File: config.mk
export PLATFORM = sky130hd
export DESIGN_NAME = ibex_dffram_arbiter
export DESIGN_NICKNAME = d
export VERILOG_FILES = /design/src/rtl/ibex_dffram_arbiter.sv
export SDC_FILE = /design/constraint.sdc
export NUM_CORES = 1
export LEC_CHECK = 0
export ABC_CLOCK_PERIOD_IN_PS = 5600
export BUFFER_PORTS_ARGS = -buffer_cell sky130_fd_sc_hd__buf_2
export CORE_AREA = 2 2 98 100
export DETAILED_ROUTE_END_ITERATION = 8
export DIE_AREA = 0 0 100 102
export GPL_TIMING_DRIVEN = 0
export PLACE_DENSITY_LB_ADDON = 0.25
export SYNTH_ARGS = -nofsm -noshare
export SYNTH_HDL_FRONTEND = slang
export SYNTH_SLANG_ARGS = --single-unit
File: constraint.sdc
create_clock -name clk_i -period 5.6 [get_ports clk_i]
set_input_delay 1.12 -clock clk_i [delete_from_list [all_inputs] [get_ports clk_i]]
set_output_delay 1.12 -clock clk_i [all_outputs]
set_load 0.01 [all_outputs]
File: src/rtl/ibex_dffram_arbiter.sv
// ibex_dffram_arbiter
//   Puts the Ibex instruction-fetch port and the LSU data port onto the one
//   port of a single-port DFFRAM macro. Requests are granted combinationally
//   in the cycle they are raised. Responses (rvalid/rdata/err) come back
//   exactly one cycle after the grant. Accesses outside the RAM window are
//   granted, but the RAM is not enabled and the response carries err=1.
//
// Ports
//   clk_i, rst_ni          clock, asynchronous active-low reset
//   instr_*                fetch req/addr in; gnt/rvalid/rdata/err out
//   data_*                 LSU req/we/be/addr/wdata in; gnt/rvalid/rdata/err out
//   ram_en_o, ram_we_o     RAM chip enable and byte write mask
//   ram_a_o, ram_di_o      RAM word address and write data
//   ram_do_i               RAM read data, valid the cycle after ram_en_o
module ibex_dffram_arbiter #(
  parameter logic [31:0] BASE_ADDR  = 32'h0000_0000,
  parameter int          AW         = 12,
  parameter int          STARVE_MAX = 4
) (
  input  logic          clk_i,
  input  logic          rst_ni,

  input  logic          instr_req_i,
  input  logic [31:0]   instr_addr_i,
  output logic          instr_gnt_o,
  output logic          instr_rvalid_o,
  output logic [31:0]   instr_rdata_o,
  output logic          instr_err_o,

  input  logic          data_req_i,
  input  logic          data_we_i,
  input  logic [3:0]    data_be_i,
  input  logic [31:0]   data_addr_i,
  input  logic [31:0]   data_wdata_i,
  output logic          data_gnt_o,
  output logic          data_rvalid_o,
  output logic [31:0]   data_rdata_o,
  output logic          data_err_o,

  output logic          ram_en_o,
  output logic [3:0]    ram_we_o,
  output logic [31:0]   ram_di_o,
  output logic [AW-1:0] ram_a_o,
  input  logic [31:0]   ram_do_i
);

  localparam int CW = $clog2(STARVE_MAX + 1);
  localparam logic [CW-1:0] STARVE_LIM = CW'(STARVE_MAX);

  // Port that owns the response slot in the following cycle.
  localparam logic [1:0] PORT_NONE  = 2'd0;
  localparam logic [1:0] PORT_INSTR = 2'd1;
  localparam logic [1:0] PORT_DATA  = 2'd2;

  logic [CW-1:0] starve_q, starve_d;
  logic [1:0]    port_q, port_d;
  logic          err_q, err_d;
  logic          rd_q, rd_d;
  logic [AW-1:0] addr_q;
  logic [31:0]   wdata_q;

  logic          dataGnt, instrGnt, anyGnt;
  logic [31:0]   reqAddr;
  logic          inRange, hit, wr;
  logic [31:0]   respRdata;
  logic          unused_addr_bits;

  assign unused_addr_bits = ^reqAddr[1:0];

  // Data has priority except when instr has been denied STARVE_MAX cycles in
  // a row. Grants are gated by reset so nothing is accepted while in reset.
  always_comb begin
    dataGnt  = rst_ni & data_req_i & ~(instr_req_i & (starve_q == STARVE_LIM));
    instrGnt = rst_ni & instr_req_i & ~dataGnt;
    anyGnt   = dataGnt | instrGnt;
    reqAddr  = dataGnt ? data_addr_i : instr_addr_i;
    inRange  = (reqAddr[31:AW+2] == BASE_ADDR[31:AW+2]);
    hit      = anyGnt & inRange;
    wr       = dataGnt & data_we_i;
  end

  // Address and write data hold their last in-range values when the RAM is
  // idle, so the macro inputs do not toggle needlessly.
  always_comb begin
    ram_en_o = hit;
    ram_we_o = (hit & wr) ? data_be_i : 4'b0000;
    ram_a_o  = hit ? reqAddr[AW+1:2] : addr_q;
    ram_di_o = (hit & wr) ? data_wdata_i : wdata_q;
  end

  always_comb begin
    starve_d = starve_q;
    if (!instr_req_i || instrGnt) begin
      starve_d = '0;
    end else if (starve_q != STARVE_LIM) begin
      starve_d = starve_q + CW'(1);
    end

    port_d = PORT_NONE;
    if (dataGnt) begin
      port_d = PORT_DATA;
    end else if (instrGnt) begin
      port_d = PORT_INSTR;
    end
    err_d = anyGnt & ~inRange;
    rd_d  = ~wr;
  end

  always_ff @(posedge clk_i or negedge rst_ni) begin
    if (!rst_ni) begin
      starve_q <= '0;
      port_q   <= PORT_NONE;
      err_q    <= 1'b0;
      rd_q     <= 1'b0;
      addr_q   <= '0;
      wdata_q  <= '0;
    end else begin
      starve_q <= starve_d;
      port_q   <= port_d;
      err_q    <= err_d;
      rd_q     <= rd_d;
      addr_q   <= ram_a_o;
      wdata_q  <= ram_di_o;
    end
  end

  // Read data passes straight from the macro; writes and errors return 0.
  always_comb begin
    respRdata      = (rd_q & ~err_q) ? ram_do_i : 32'h0;
    instr_gnt_o    = instrGnt;
    data_gnt_o     = dataGnt;
    instr_rvalid_o = (port_q == PORT_INSTR);
    data_rvalid_o  = (port_q == PORT_DATA);
    instr_err_o    = instr_rvalid_o & err_q;
    data_err_o     = data_rvalid_o & err_q;
    instr_rdata_o  = instr_rvalid_o ? respRdata : 32'h0;
    data_rdata_o   = data_rvalid_o ? respRdata : 32'h0;
  end

endmodule

==> impl_metrics.env <==
export IMPL_critical_path_endpoint="ram_di_o[19]"
export IMPL_h_tree_depth=2
export IMPL_dr_pass1_iters=5
export IMPL_ant_nets=0
export IMPL_coreArea_sq_um=9109
export IMPL_power_density_nw_per_um2=160.3
export IMPL_port_buffers=251
export IMPL_min_path_type="register to register"
export IMPL_dr_first_iter_drc_count=48
export IMPL_ys_ff_latch=51
export IMPL_cts_setup_buffers=0
export IMPL_p_leak_nw=2.626
export IMPL_cap_viol_max_count=0
export IMPL_synth_fp_nets=376
export IMPL_whs_ns=0.4901
export IMPL_clock_fmax_mhz=230.8
export IMPL_final_nets=634
export IMPL_hold_viol_final=0
export IMPL_drc=0
export IMPL_cts_buffers_inserted=5
export IMPL_gp_congestion=0.7988
export IMPL_skew_ns=0.008721
export IMPL_clock_latency_ns=0.30
export IMPL_syn_area_sq_um=2904
export IMPL_netlist_instances=237
export IMPL_overflow=0
export IMPL_r2r_slack_ns=3.53
export IMPL_wire_per_inst_um=14.60
export IMPL_relSlewSlack_pct=52.04
export IMPL_grt_start_max_net_pins=61
export IMPL_crit_fanout=60
export IMPL_area_growth_pct=51.44
export IMPL_synth_yosys_seq_area_share_pct=43.95
export IMPL_rows=35
export IMPL_layout_drive_gt1_share_pct=65.05
export IMPL_worstPathRequired_ns=4.48
export IMPL_vdd_drop_max_v=0.0001022
export IMPL_cts_sinks=51
export IMPL_cts_tree="yes"
export IMPL_layout_common_cells="251 x buf_2, 67 x and2_1, 51 x dfrtp_1"
export IMPL_synth_edff_count=0
export IMPL_period_share_pct=77.37
export IMPL_fin_tns_setup_ns=0
export IMPL_cp_arrival_ns=3.21
export IMPL_status="finished clean"
export IMPL_ctsHoldBuffers=0
export IMPL_root_buffer="clkbuf_8"
export IMPL_crit_start="rst_ni"
export IMPL_p_comb_share_pct=16.3
export IMPL_ios=256
export IMPL_antenna_found_initial=2
export IMPL_setup_viol=0
export IMPL_r2r_start="starve_q[0]$_DFFE_PN0P_"
export IMPL_worstMarginPinSlew_ns=0.7195
export IMPL_p_seq_share_pct=52.8
export IMPL_clkPwrFrac_pct=30.9
export IMPL_die_area_sq_um=10200
export IMPL_cts_resized=0
export IMPL_swShare_pct=24.55
export IMPL_finalPower_uw=705.1
export IMPL_grtUsageTotal_pct=16.68
export IMPL_clockBufferDepth=2
export IMPL_clkTransAtPathRegs_ns=0.09
export IMPL_die_x_um=100
export IMPL_dieHeight_um=102
export IMPL_totalWireLength_um=8877
export IMPL_syn_avg_cell_area_sq_um=12.25
export IMPL_stdcell_count=608
export IMPL_via_per_inst=4.512
export IMPL_detailed_place_hpwl_um=7512
export IMPL_slowest_delay_ns=0.56
export IMPL_critical_path_endpoint_type="output port"
export IMPL_critical_path_class="input pin to output port"
export IMPL_placed_cells=599
export IMPL_synthDistinctLibCells=32
export IMPL_p_switching_uw=173.1
export IMPL_yosys_warnings=0
export IMPL_final_common_cell="buf_2"
export IMPL_slowest_stage="buf_4"
export IMPL_fin_util_pct=48.28
export IMPL_cp_cell_sequence="buf_4 -> nand2_2 -> nand4b_1 -> nor2_2 -> and2_1 -> buf_6 -> buf_12 -> mux2_4 -> buf_2"
export IMPL_grt_pass1_wl_um=13310
export IMPL_worst_r2r_cell_count=7
export IMPL_rsz0062_at_grt="no"
export IMPL_start_util_pct=31.88
export IMPL_drv_slew=0
export IMPL_grt_pass1_vias=2687
export IMPL_dr_total_vias=2743
export IMPL_synth_top_flop_cell="dfrtp_1"
export IMPL_p_int_uw=532.0
export IMPL_async_reset_ff_share_pct=100.0
export IMPL_period_minus_slack_ns=4.333
export IMPL_start_kind="input pin"
export IMPL_worstReg2RegEnd="addr_q[4]$_DFF_PN0_"
-- critical path, delay by kind of cell --
family	cells	cell delay, ns
buffers and inverters	4	1.00
muxes	1	0.31
and+or+nand+nor	4	0.75
-- final cells by class --
class	instances	area, sq um
clock inverter	1	8.758
fill	880	4711
multi-input combinational	171	1498
sequential	51	1276
clock buffer	6	82.58
antenna	2	5.005
tap	111	138.9
inverter	3	11.26
timing repair buffer	251	1259
buffer	12	118.9
-- registers in the layout (all words and copies together) (netlist names) --
name and cells:
rd_q 1, err_q 1, addr_q 12, port_q 2
wdata_q 32, starve_q 3
-- Yosys cell counts (2+ instances only) --
cell	n	area (sq um)
inv_1	3	11.26
buf_12	4	80.08
and3b_1	2	17.52
dfrtp_1	51	1276
and2_1	67	419.2
nor4_1	8	50.05
mux2_2	17	191.4
nor2b_1	3	18.77
nand2_1	4	15.01
nor2_1	3	11.26
mux2_4	38	570.6
and3_1	6	37.54
nand3_1	6	30.03
clkbuf_1	6	22.52
ha_1	2	25.02
-- power by group through the flow --
stage               Combinational, mW  Clock, mW  Sequential (mW)
floorplan                      0.0412          0            0.379
global placement                0.114          0            0.380
detailed placement              0.117          0            0.380
CTS                             0.117      0.228            0.372
global route                    0.129      0.248            0.373
finish                          0.115      0.218            0.372
-- kinds of logic (layout without fill, tap and decap cells) --
group | count (synthesis) | count (layout) | share of synthesized area [%]
flops | 51 | 51 | 43.95
mux | 56 | 56 | 26.63
buf+inv | 15 | 273 | 4.481
other cells | 0 | 2 | 0
compound gates | 7 | 7 | 1.680
fa+ha+maj | 2 | 2 | 0.8616
simple gates | 106 | 106 | 22.41
-- worst min-delay path by stage --
stage	to	from	cells after the start
detailed placement	addr_q[2]$_DFF_PN0_	addr_q[2]$_DFF_PN0_	1
floorplan	starve_q[2]$_DFFE_PN0P_	starve_q[2]$_DFFE_PN0P_	1
global route	wdata_q[9]$_DFF_PN0_	wdata_q[9]$_DFF_PN0_	1
global placement	addr_q[2]$_DFF_PN0_	addr_q[2]$_DFF_PN0_	1
CTS	addr_q[2]$_DFF_PN0_	addr_q[2]$_DFF_PN0_	1
finish	addr_q[2]$_DFF_PN0_	addr_q[2]$_DFF_PN0_	1
-- routing by layer --
layer  GRT usage [%]  share of wire [%]  vias to the layer above
li1                -                  -                     1320
met1           18.38                 37                     1279
met2           31.91                 54                      135
met3           3.420                7.9                        9
met4           5.690                1.8                        0
met5               0                  0                        -
-- through the flow --
stage                     setup WS (ns)  cell area [sq um]
after CTS                        0.7697               4390
after floorplan                   2.039               2904
after global routing              1.029               4398
final                             1.267               4398
after detailed placement         0.7577               4299
after global placement           0.8264               4299
Note: power is estimated with default switching activity, not from simulation.
